[config.mk]
export PLATFORM = sky130hd
export DESIGN_NAME = popcount_arbiter_flat
export DESIGN_NICKNAME = d
export VERILOG_FILES = /design/src/rtl/popcount_arbiter_if.sv /design/src/rtl/popcount_arbiter.sv /design/src/flat_wrapper.sv
export SDC_FILE = /design/constraint.sdc
export NUM_CORES = 1
export LEC_CHECK = 0
export ABC_AREA = 1
export CAP_MARGIN = 20
export CORE_ASPECT_RATIO = 0.9
export CORE_MARGIN = 10
export CORE_UTILIZATION = 46
export DETAILED_ROUTE_END_ITERATION = 10
export PLACE_DENSITY = 0.81
export SYNTH_ARGS = -nofsm -noshare
export SYNTH_HDL_FRONTEND = slang
export SYNTH_HIERARCHICAL = 1
export SYNTH_SLANG_ARGS = --single-unit
[constraint.sdc]
create_clock -name clk -period 6 [get_ports clk]
set_clock_uncertainty 0.2 [all_clocks]
set_input_delay 0.9 -clock clk [delete_from_list [all_inputs] [get_ports clk]]
set_output_delay 0.9 -clock clk [all_outputs]
set_load 0.005 [all_outputs]
[src/rtl/popcount_arbiter_if.sv]
// ---------------------------------------------------------------------------
// popcount_arbiter_if
//   Bundles the requester channel (N_REQ word offers with one-hot accept) and
//   the result channel (count + owner id) of popcount_arbiter.
//
//   Handshake rule for both channels: a transfer happens on a rising clock
//   edge where valid and ready are both high. A requester holds valid and its
//   word stable until it sees ready (it may withdraw valid instead). The
//   arbiter holds res_valid/res_count/res_id stable until res_ready is seen.
//   req_ready is a combinational function of req_valid, so requesters must
//   not derive req_valid from req_ready.
//
//   Signals
//     req_valid  N_REQ          per-requester word valid     (master -> slave)
//     req_word   N_REQ*W        requester k word at [k*W +: W] (master -> slave)
//     req_ready  N_REQ          one-hot accept               (slave -> master)
//     res_valid  1              result valid                 (slave -> master)
//     res_ready  1              result consumer ready        (master -> slave)
//     res_count  LOG_BIT_WIDTH+1 ones in the accepted word   (slave -> master)
//     res_id     ID_W           requester that owns res_count (slave -> master)
// ---------------------------------------------------------------------------
interface popcount_arbiter_if #(
  parameter int LOG_BIT_WIDTH = 5,
  parameter int N_REQ         = 4,
  parameter int ID_W          = 2
);
  localparam int W = 1 << LOG_BIT_WIDTH;

  logic [N_REQ-1:0]     req_valid;
  logic [N_REQ*W-1:0]   req_word;
  logic [N_REQ-1:0]     req_ready;
  logic                 res_valid;
  logic                 res_ready;
  logic [LOG_BIT_WIDTH:0] res_count;
  logic [ID_W-1:0]      res_id;

  modport master (
    output req_valid, req_word, res_ready,
    input  req_ready, res_valid, res_count, res_id
  );

  modport slave (
    input  req_valid, req_word, res_ready,
    output req_ready, res_valid, res_count, res_id
  );
endinterface

[src/rtl/popcount_arbiter.sv]
// ---------------------------------------------------------------------------
// popcount_arbiter
//   Shares one ones_counter among N_REQ requesters. One word is in flight at
//   a time: a granted word is registered (IDLE/HOLD -> COUNT), counted and
//   registered as the result (COUNT -> HOLD), then held until consumed. A
//   consumed result and the next grant overlap in the same HOLD cycle.
//
//   Ports
//     clk          in   rising-edge clock
//     rst_n        in   asynchronous active-low reset
//     bus          slave modport of popcount_arbiter_if (requests + results)
//     busy         out  high whenever the FSM is not IDLE
//     state_o      out  current FSM state (IDLE=0, COUNT=1, HOLD=2)
//
//   Build option
//     POPCOUNT_ARB_FIXED_PRIO_EN  defined: fixed priority, lowest index wins
//                                 undefined: round-robin from rr_ptr (default)
// ---------------------------------------------------------------------------

// Zero-extended popcount of a W-bit word using a ripple chain of adders.
module ones_counter #(
  parameter int LOG_BIT_WIDTH = 5
) (
  input  logic [(1 << LOG_BIT_WIDTH)-1:0] word_i,
  output logic [LOG_BIT_WIDTH:0]          count_o
);
  localparam int W  = 1 << LOG_BIT_WIDTH;
  localparam int CW = LOG_BIT_WIDTH + 1;

  always_comb begin
    count_o = '0;
    for (int i = 0; i < W; i++) begin
      count_o = count_o + CW'(word_i[i]);
    end
  end
endmodule

module popcount_arbiter #(
  parameter int LOG_BIT_WIDTH = 5,
  parameter int N_REQ         = 4,
  parameter int ID_W          = 2
) (
  input  logic                   clk,
  input  logic                   rst_n,
  popcount_arbiter_if.slave      bus,
  output logic                   busy,
  output logic [1:0]             state_o
);
  localparam int W     = 1 << LOG_BIT_WIDTH;
  localparam int CW    = LOG_BIT_WIDTH + 1;
  localparam int PTR_W = (N_REQ > 1) ? $clog2(N_REQ) : 1;

  typedef enum logic [1:0] {
    IDLE  = 2'd0,
    COUNT = 2'd1,
    HOLD  = 2'd2
  } state_t;

  state_t            state_q;
  logic [W-1:0]      word_q, word_d;
  logic [ID_W-1:0]   id_q, id_d;
  logic              res_valid_q;
  logic [CW-1:0]     res_count_q;
  logic [ID_W-1:0]   res_id_q;
  logic [CW-1:0]     count;

  logic              any_req;
  logic [PTR_W-1:0]  grant_idx;
  logic              grant_open;
  logic              do_grant;

`ifndef POPCOUNT_ARB_FIXED_PRIO_EN
  logic [PTR_W-1:0]  rr_ptr_q, rr_ptr_d;
`endif

  // Winner selection. Round-robin scans upward from rr_ptr with wrap; the
  // fixed build scans downward so the lowest set index is the last writer.
  always_comb begin
    int idx;
    idx       = 0;
    any_req   = 1'b0;
    grant_idx = '0;
`ifdef POPCOUNT_ARB_FIXED_PRIO_EN
    for (int i = N_REQ - 1; i >= 0; i--) begin
      if (bus.req_valid[i]) begin
        any_req   = 1'b1;
        grant_idx = PTR_W'(i);
      end
    end
`else
    for (int i = 0; i < N_REQ; i++) begin
      idx = int'(rr_ptr_q) + i;
      if (idx >= N_REQ) idx = idx - N_REQ;
      if (!any_req && bus.req_valid[idx]) begin
        any_req   = 1'b1;
        grant_idx = PTR_W'(idx);
      end
    end
`endif
  end

  // A grant may only be issued when nothing is in flight: in IDLE, or in
  // HOLD while the pending result is being consumed this same edge. rst_n
  // gates it so no accept is advertised while reset is asserted.
  assign grant_open = rst_n &&
                      ((state_q == IDLE) || ((state_q == HOLD) && bus.res_ready));
  assign do_grant   = grant_open && any_req;

  assign bus.req_ready = do_grant ? (N_REQ'(1) << grant_idx) : '0;

  assign word_d = bus.req_word[grant_idx*W +: W];
  assign id_d   = ID_W'(grant_idx);

`ifndef POPCOUNT_ARB_FIXED_PRIO_EN
  assign rr_ptr_d = (grant_idx == PTR_W'(N_REQ - 1)) ? '0 : grant_idx + PTR_W'(1);
`endif

  ones_counter #(.LOG_BIT_WIDTH(LOG_BIT_WIDTH)) u_ones_counter (
    .word_i  (word_q),
    .count_o (count)
  );

  always_ff @(posedge clk or negedge rst_n) begin
    if (!rst_n) begin
      state_q     <= IDLE;
      word_q      <= '0;
      id_q        <= '0;
      res_valid_q <= 1'b0;
      res_count_q <= '0;
      res_id_q    <= '0;
`ifndef POPCOUNT_ARB_FIXED_PRIO_EN
      rr_ptr_q    <= '0;
`endif
    end else begin
      // do_grant is only ever true in IDLE or in a consuming HOLD cycle.
      if (do_grant) begin
        word_q   <= word_d;
        id_q     <= id_d;
`ifndef POPCOUNT_ARB_FIXED_PRIO_EN
        rr_ptr_q <= rr_ptr_d;
`endif
      end
      case (state_q)
        IDLE: begin
          if (do_grant) state_q <= COUNT;
        end
        COUNT: begin
          res_count_q <= count;
          res_id_q    <= id_q;
          res_valid_q <= 1'b1;
          state_q     <= HOLD;
        end
        HOLD: begin
          if (bus.res_ready) begin
            res_valid_q <= 1'b0;
            state_q     <= do_grant ? COUNT : IDLE;
          end
        end
        default: state_q <= IDLE;
      endcase
    end
  end

  assign bus.res_valid = res_valid_q;
  assign bus.res_count = res_count_q;
  assign bus.res_id    = res_id_q;
  assign busy          = (state_q != IDLE);
  assign state_o       = state_q;
endmodule

[src/flat_wrapper.sv]
// flat-port wrapper written by rule: the top's interface ports become plain ports
module popcount_arbiter_flat 
#(
  parameter int LOG_BIT_WIDTH = 5,
  parameter int N_REQ         = 4,
  parameter int ID_W          = 2
)
  (clk, rst_n, busy, state_o, bus_req_valid, bus_req_word, bus_res_ready, bus_req_ready, bus_res_valid, bus_res_count, bus_res_id);
  popcount_arbiter_if #(.LOG_BIT_WIDTH(LOG_BIT_WIDTH), .N_REQ(N_REQ), .ID_W(ID_W)) bus_i ();
  input  logic clk;
  input  logic rst_n;
  output logic busy;
  output logic [1:0] state_o;
  input wire logic [$bits(bus_i.req_valid)-1:0] bus_req_valid;
  input wire logic [$bits(bus_i.req_word)-1:0] bus_req_word;
  input wire logic [$bits(bus_i.res_ready)-1:0] bus_res_ready;
  output wire logic [$bits(bus_i.req_ready)-1:0] bus_req_ready;
  output wire logic [$bits(bus_i.res_valid)-1:0] bus_res_valid;
  output wire logic [$bits(bus_i.res_count)-1:0] bus_res_count;
  output wire logic [$bits(bus_i.res_id)-1:0] bus_res_id;
  assign bus_i.req_valid = bus_req_valid;
  assign bus_i.req_word = bus_req_word;
  assign bus_i.res_ready = bus_res_ready;
  assign bus_req_ready = bus_i.req_ready;
  assign bus_res_valid = bus_i.res_valid;
  assign bus_res_count = bus_i.res_count;
  assign bus_res_id = bus_i.res_id;
  popcount_arbiter #(.LOG_BIT_WIDTH(LOG_BIT_WIDTH), .N_REQ(N_REQ), .ID_W(ID_W)) u_core (.clk(clk), .rst_n(rst_n), .bus(bus_i), .busy(busy), .state_o(state_o));
endmodule
* Word-level counts from Yosys, hierarchy flattened
Cells that the tools add are included.
** Storage, ports and cells
- Register bits :: 47
- Latch bits :: 0
- Bits in writable memories :: 0
- Bits in read-only memories :: 0
- Input port bits :: 135
- Output and inout port bits :: 16
- Word-level logic and storage cells :: 108
- Memories :: 0
** Cells by class
- $add $sub $neg :: 39
- Multipliers :: 0
- Divide/modulo/power cells :: 0
- Magnitude comparators :: 8
- Equal/unequal tests :: 5
- Shifts and indexed selects :: 2
- Mux-type cells :: 32
- Bitwise logic cells :: 0
- Reductions and logical operators :: 15
** Operator list (count)
- adder 6 x 1 -> 6 bit :: 26
- < comparator 32 x 4 -> 1 bit (second input constant) :: 4
- two-way mux 32 bit :: 4
- variable part select 128 x 8 -> 32 bit :: 1
- >= comparator 32 x 4 -> 1 bit (second input constant) :: 3
- subtractor 32 x 4 -> 32 bit (second input constant) :: 3
- two-way mux 1 bit :: 14
- two-way mux 2 bit :: 7
- binary-select mux 1 bit (select 2 bit) :: 4
- adder 2 x 2 -> 3 bit (second input constant) :: 2
- adder 5 x 1 -> 6 bit :: 1
- logical AND 1 bit :: 6
- one-hot mux 2 bit (3 select lines) :: 1
- adder 4 x 1 -> 5 bit :: 1
- adder 3 x 1 -> 4 bit :: 1
- equality test 2 bit (second input constant) :: 2
- two-way mux 4 bit :: 1
- AND reduction 2 bit :: 2
- nonzero test 2 bit :: 2
- << shifter 1 x 2 -> 4 bit (first input constant) :: 1
- subtractor 2 x 3 -> 4 bit (second input constant) :: 1
- adder 2 x 1 -> 3 bit :: 1
- adder 2 x 1 -> 3 bit (second input constant) :: 1
- >= comparator 2 x 3 -> 1 bit (second input constant) :: 1
- other kinds (9) :: 11

* Logic depth before layout (Yosys ltp)
- Depth after elaboration :: 31
- Gate-level depth with buffers :: 19
- Gate-level depth less buffers :: 19

* Modules after synthesis
Netlist, hierarchy kept.
** By module, submodules not included
- popcount_arbiter :: times used 1, cells each 560, area an instance 3383.2 um^2, seq. area each 1176.1 um^2
- ones_counter :: times used 1, cells each 105, area an instance 923.4 um^2, seq. area each 0.0 um^2

* Least setup slack after synthesis
OpenSTA, ideal clock, no wires.
- Path type :: flip-flop to flip-flop
- From :: register u_core.word_q[0]
- To :: register u_core.res_count_q[4], in the netlist u_core/bus.res_count[4]
- Setup time :: 0.125 ns
- Arrival :: 4.723 ns
- Required time :: 5.675 ns
- Setup slack :: 0.952 ns
- Cell stages (with the launch flop) :: 19
- Path buffers :: 0
- Period minus slack after synthesis :: 5.048 ns
- Path through :: dfrtp_1 > fa_1 > ha_1 > inv_1 > fa_1 > fa_1 > fa_1 > fa_1 > fa_1 > inv_1 > fa_1 > inv_1 > fa_1 > inv_1 > nand2_1 > nand2_1 > nand3_1 > nand2_1 > mux2_2
** On the way
- Word-level cells in the longest chain between the ends :: 31
** Ends and longest elaborated chain
- from (decl) :: RTL line popcount_arbiter.sv:60 : logic [W-1:0] word_q, word_d;
- from (signal assigned) :: RTL line popcount_arbiter.sv:137 : word_q <= word_d;
- adder 1 x 1 -> 2 bit :: RTL line popcount_arbiter.sv:33 : count_o = count_o + CW'(word_i[i]);
- adder 2 x 1 -> 3 bit :: RTL line popcount_arbiter.sv:33
- adder 3 x 1 -> 4 bit :: RTL line popcount_arbiter.sv:33
- adder 4 x 1 -> 5 bit :: RTL line popcount_arbiter.sv:33
- adder 5 x 1 -> 6 bit :: RTL line popcount_arbiter.sv:33
- adder 6 x 1 -> 6 bit (26 in a row) :: RTL line popcount_arbiter.sv:33
- net u_core.count[4] :: RTL line popcount_arbiter.sv:65 : logic [CW-1:0] count;
- to (signal assigned) :: RTL line popcount_arbiter.sv:148 : res_count_q <= count;
- to (decl) :: RTL line popcount_arbiter.sv:63 : logic [CW-1:0] res_count_q;
The timed path passes the listed nets, and every way through them passes these cells.
A chain may end at the register's enable or synchronous reset.

* Final worst setup path
Same ends and word-level chain as after synthesis.

==> run summary <==
For this run, design rule violations remaining after detail routing come to 0. For the number of distinct library cell variants in the gate-level netlist after synthesis, the log shows 25. TritonCTS built the clock tree. Counting the fill cells in the layout gives 796. Setup TNS: 0 ns. Global routing finished with a remaining overflow of 0.

The number of setup buffers added after CTS is 0, and the core region area is 9130 µm². The number of nets in the final layout was 967; the number of DRC markers after the initial detailed-route iteration was 254. The biggest fanout along the worst timing path is 3. The shortest period the worst path allows is 5.22 ns. The final period utilization is 0.871.

Compared with the post-synthesis result, the final layout area differs by 37.8%. The number of hold buffers added after CTS was 0. During synthesis, Yosys emitted a total of 6 warnings. The type of the most critical hold path was reg2reg.

The first global-routing pass estimated 21.6 mm of wire. Maximum root-to-sink buffer count: 2. The count of pins over their slew limit came out at 0. The total standard cell area after synthesis was 4310 µm²; the post-cts gate resize count was 0. The number of antenna violations at the first check in global routing was 0. For the maximum clock frequency, the log shows 191 MHz.

The run finished with clean final reports. Setup repair after global routing left no endpoint under its margin. Leaving out fill and tap cells, the most frequent cell in the layout is sky130_fd_sc_hd__nand2_1. The tree built by TritonCTS fans out to 47 sinks. The clock latency reported for the late side of the worst-skew pair is 0.31 ns.

For the final weighted congestion in routability-driven placement, the log shows 0.892. The type of the worst setup path was reg2reg. The worst setup path is captured at a register. The final number of hold-violating endpoints came out at 0. Leaving out fill and tap cells, the most frequent cells in the layout are sky130_fd_sc_hd__nand2_1 (367), sky130_fd_sc_hd__clkdlybuf4s50_1 (149), sky130_fd_sc_hd__nand3_1 (80). Buffers placed on the I/O ports in this run total 150. Synthesis inferred 47 register bits. The post-synthesis net count was 837; the setup slack of the worst register-to-register path was 0.78 ns.

Setup violations remaining at the end of the flow were counted as 0. The root buffer cell chosen for the clock tree is sky130_fd_sc_hd__clkbuf_8. Average detailed-routed wire length per instance: 14.2 µm. In the routed layout, each cell is associated on average with a via count of 4.92.

The logs give 0.472 for the starting density of the core and 4,578 for the number of global-route vias before repair. The sequential cells in the finished layout cover a total of 1180 µm². Counting the buffers created by CTS gives 5.

Clock-pin slew was measured on the worst setup and hold paths at 0.09 ns. The via count of the routed design was 4,521. The worst setup path is launched from a register. The slew of the pin with the lowest slew margin works out to 0.632 ns.

The tools report the count of nets left with antenna violations after detail routing as 0. The number of antenna diodes in the final layout is 0. Summing all multi-input logic gate instances after layout gives 2680 µm².

The tools report the number of instances in the synthesized netlist as 665. For this block, the routed nets add up to 13.0 mm of wire. Data on the critical path arrives at its endpoint at 5.23 ns.

After the flow finishes, the layout carries non-filler instances totaling 918. The HPWL after detailed placement is 10.3 mm. Proportion of layout cells with a drive suffix above 1: 0.0477. The die outline area is 13,600 µm². During I/O placement, the number of pins put on the boundary was 151. The slowest library cell on the worst path was sky130_fd_sc_hd__fa_1. The run gives 0.189 as the combined global-route utilization of all metal layers. Most frequent cell on the critical path: sky130_fd_sc_hd__fa_1. The tool flagged a number of max-cap violations equal to 0. Entering global routing, the biggest net connects 67 pins. The die boundary height is 112 µm.

The endpoint required time on the critical path is 6.00 ns, and the part of the Yosys area used for sequential elements is 0.273. The delay of the slowest cell on the worst path is 0.53 ns, and the worst relative slew slack is 0.578. In this run the horizontal extent of the chip is 122 µm.

In this run the number of H-tree levels came out at 2. The run gives 4 as the number of detailed-routing iterations run before antenna repair. The number of core rows was 33; the synthesized area divided by synthesized cell count was 6.48 µm². Including well taps, the total number of placed cells is 909. The critical path goes through fa_1 -> ha_1 -> inv_1 -> fa_1 -> fa_1 -> fa_1 -> fa_1 -> fa_1 -> inv_1 -> fa_1 -> inv_1 -> fa_1 -> inv_1 -> nand2_1 -> nand2_1 -> nand3_1 -> nand2_1 -> mux2_2.
==> metal layers <==
layer	wire length, µm	global-route usage	vias to the layer above
li1	-	-	2278
met4	257	0.0413	0
met1	5290	0.214	2085
met5	0	0	-
met3	945	0.0601	22
met2	6530	0.338	136
==> state kept, by name (all words and copies together) (netlist names) <==
name and flops:
u_core/word_q 32, u_core/bus.res_count 6, u_core/bus.res_id 2, u_core/id_q 2, u_core/rr_ptr_q 2, u_core/state_o 2
u_core/bus.res_valid 1
==> cells in the mapped netlist, drive strengths merged <==
library cell | instances | area, µm²
o21a | 1 | 7.51
o21ai | 6 | 30.0
buf | 30 | 206
mux2 | 7 | 78.8
ha | 12 | 150
fa | 25 | 500
nand2 | 370 | 1390
nor3 | 2 | 10.0
inv | 60 | 225
nand3 | 81 | 410
a21oi | 6 | 30.0
or2 | 1 | 6.26
xnor2 | 1 | 8.76
clkbuf | 5 | 18.8
nor2 | 10 | 50.1
clkinv | 1 | 3.75
dfrtp | 47 | 1180
==> critical path, delay by kind of cell, from the launching register on <==
family,cells,cell delay [ns]
buffers and inverters,4,0.26
adder cells (fa/ha/maj),9,3.78
flip-flops,1,0.41
AND/OR/NAND/NOR,4,0.22
multiplexers,1,0.25
==> logic make-up after synthesis <==
logic type / after synthesis / synth area share
AOI/OAI and AO/OA: 13 / 0.0157
buffers and inverters: 96 / 0.105
xor gates and xnor gates: 1 / 0.00203
and+or+nand+nor: 464 / 0.434
muxes: 7 / 0.0183
DFF: 47 / 0.273
adders and majority gates: 37 / 0.151
==> layout make-up <==
class | count | area share
multi-input cells | 522 | 0.451
repair buffers | 158 | 0.266
flip-flops and latches | 47 | 0.198
inverters | 61 | 0.0386
well taps | 122 | 0.0257
clock buffers | 6 | 0.0139
clock inverters | 2 | 0.00654
==> stage by stage <==
step / area, µm² / setup slack [ns] / utilization / hold slack, ns
4_1_cts: 5910 / 0.769 / 0.647 / 0.295
3_5_place_dp: 5790 / 0.782 / 0.634 / 0.272
2_1_floorplan: 4310 / 0.952 / - / 0.249
5_1_grt: 5930 / 0.531 / 0.650 / 0.319
3_3_place_gp: 5790 / 0.844 / 0.634 / 0.264
6_report: 5930 / 0.776 / 0.650 / 0.287
==> worst paths after layout <==
kind	startpoint	to	depth (start not counted)
setup / recovery	u_core/word_q[0]	u_core/bus.res_count[4]	18
hold / removal	u_core/word_q[4]	u_core/word_q[4]	2
setup reg to reg	u_core/word_q[0]	u_core/bus.res_count[4]	18
hold reg to reg	u_core/word_q[4]	u_core/word_q[4]	2
max in group asynchronous	rst_n	u_core/word_q[20]	2
min in group asynchronous	rst_n	u_core/state_o[1]	2
Power is not shown: default switching activity piles up to over one toggle a cycle in this logic, so the estimate is an artifact.
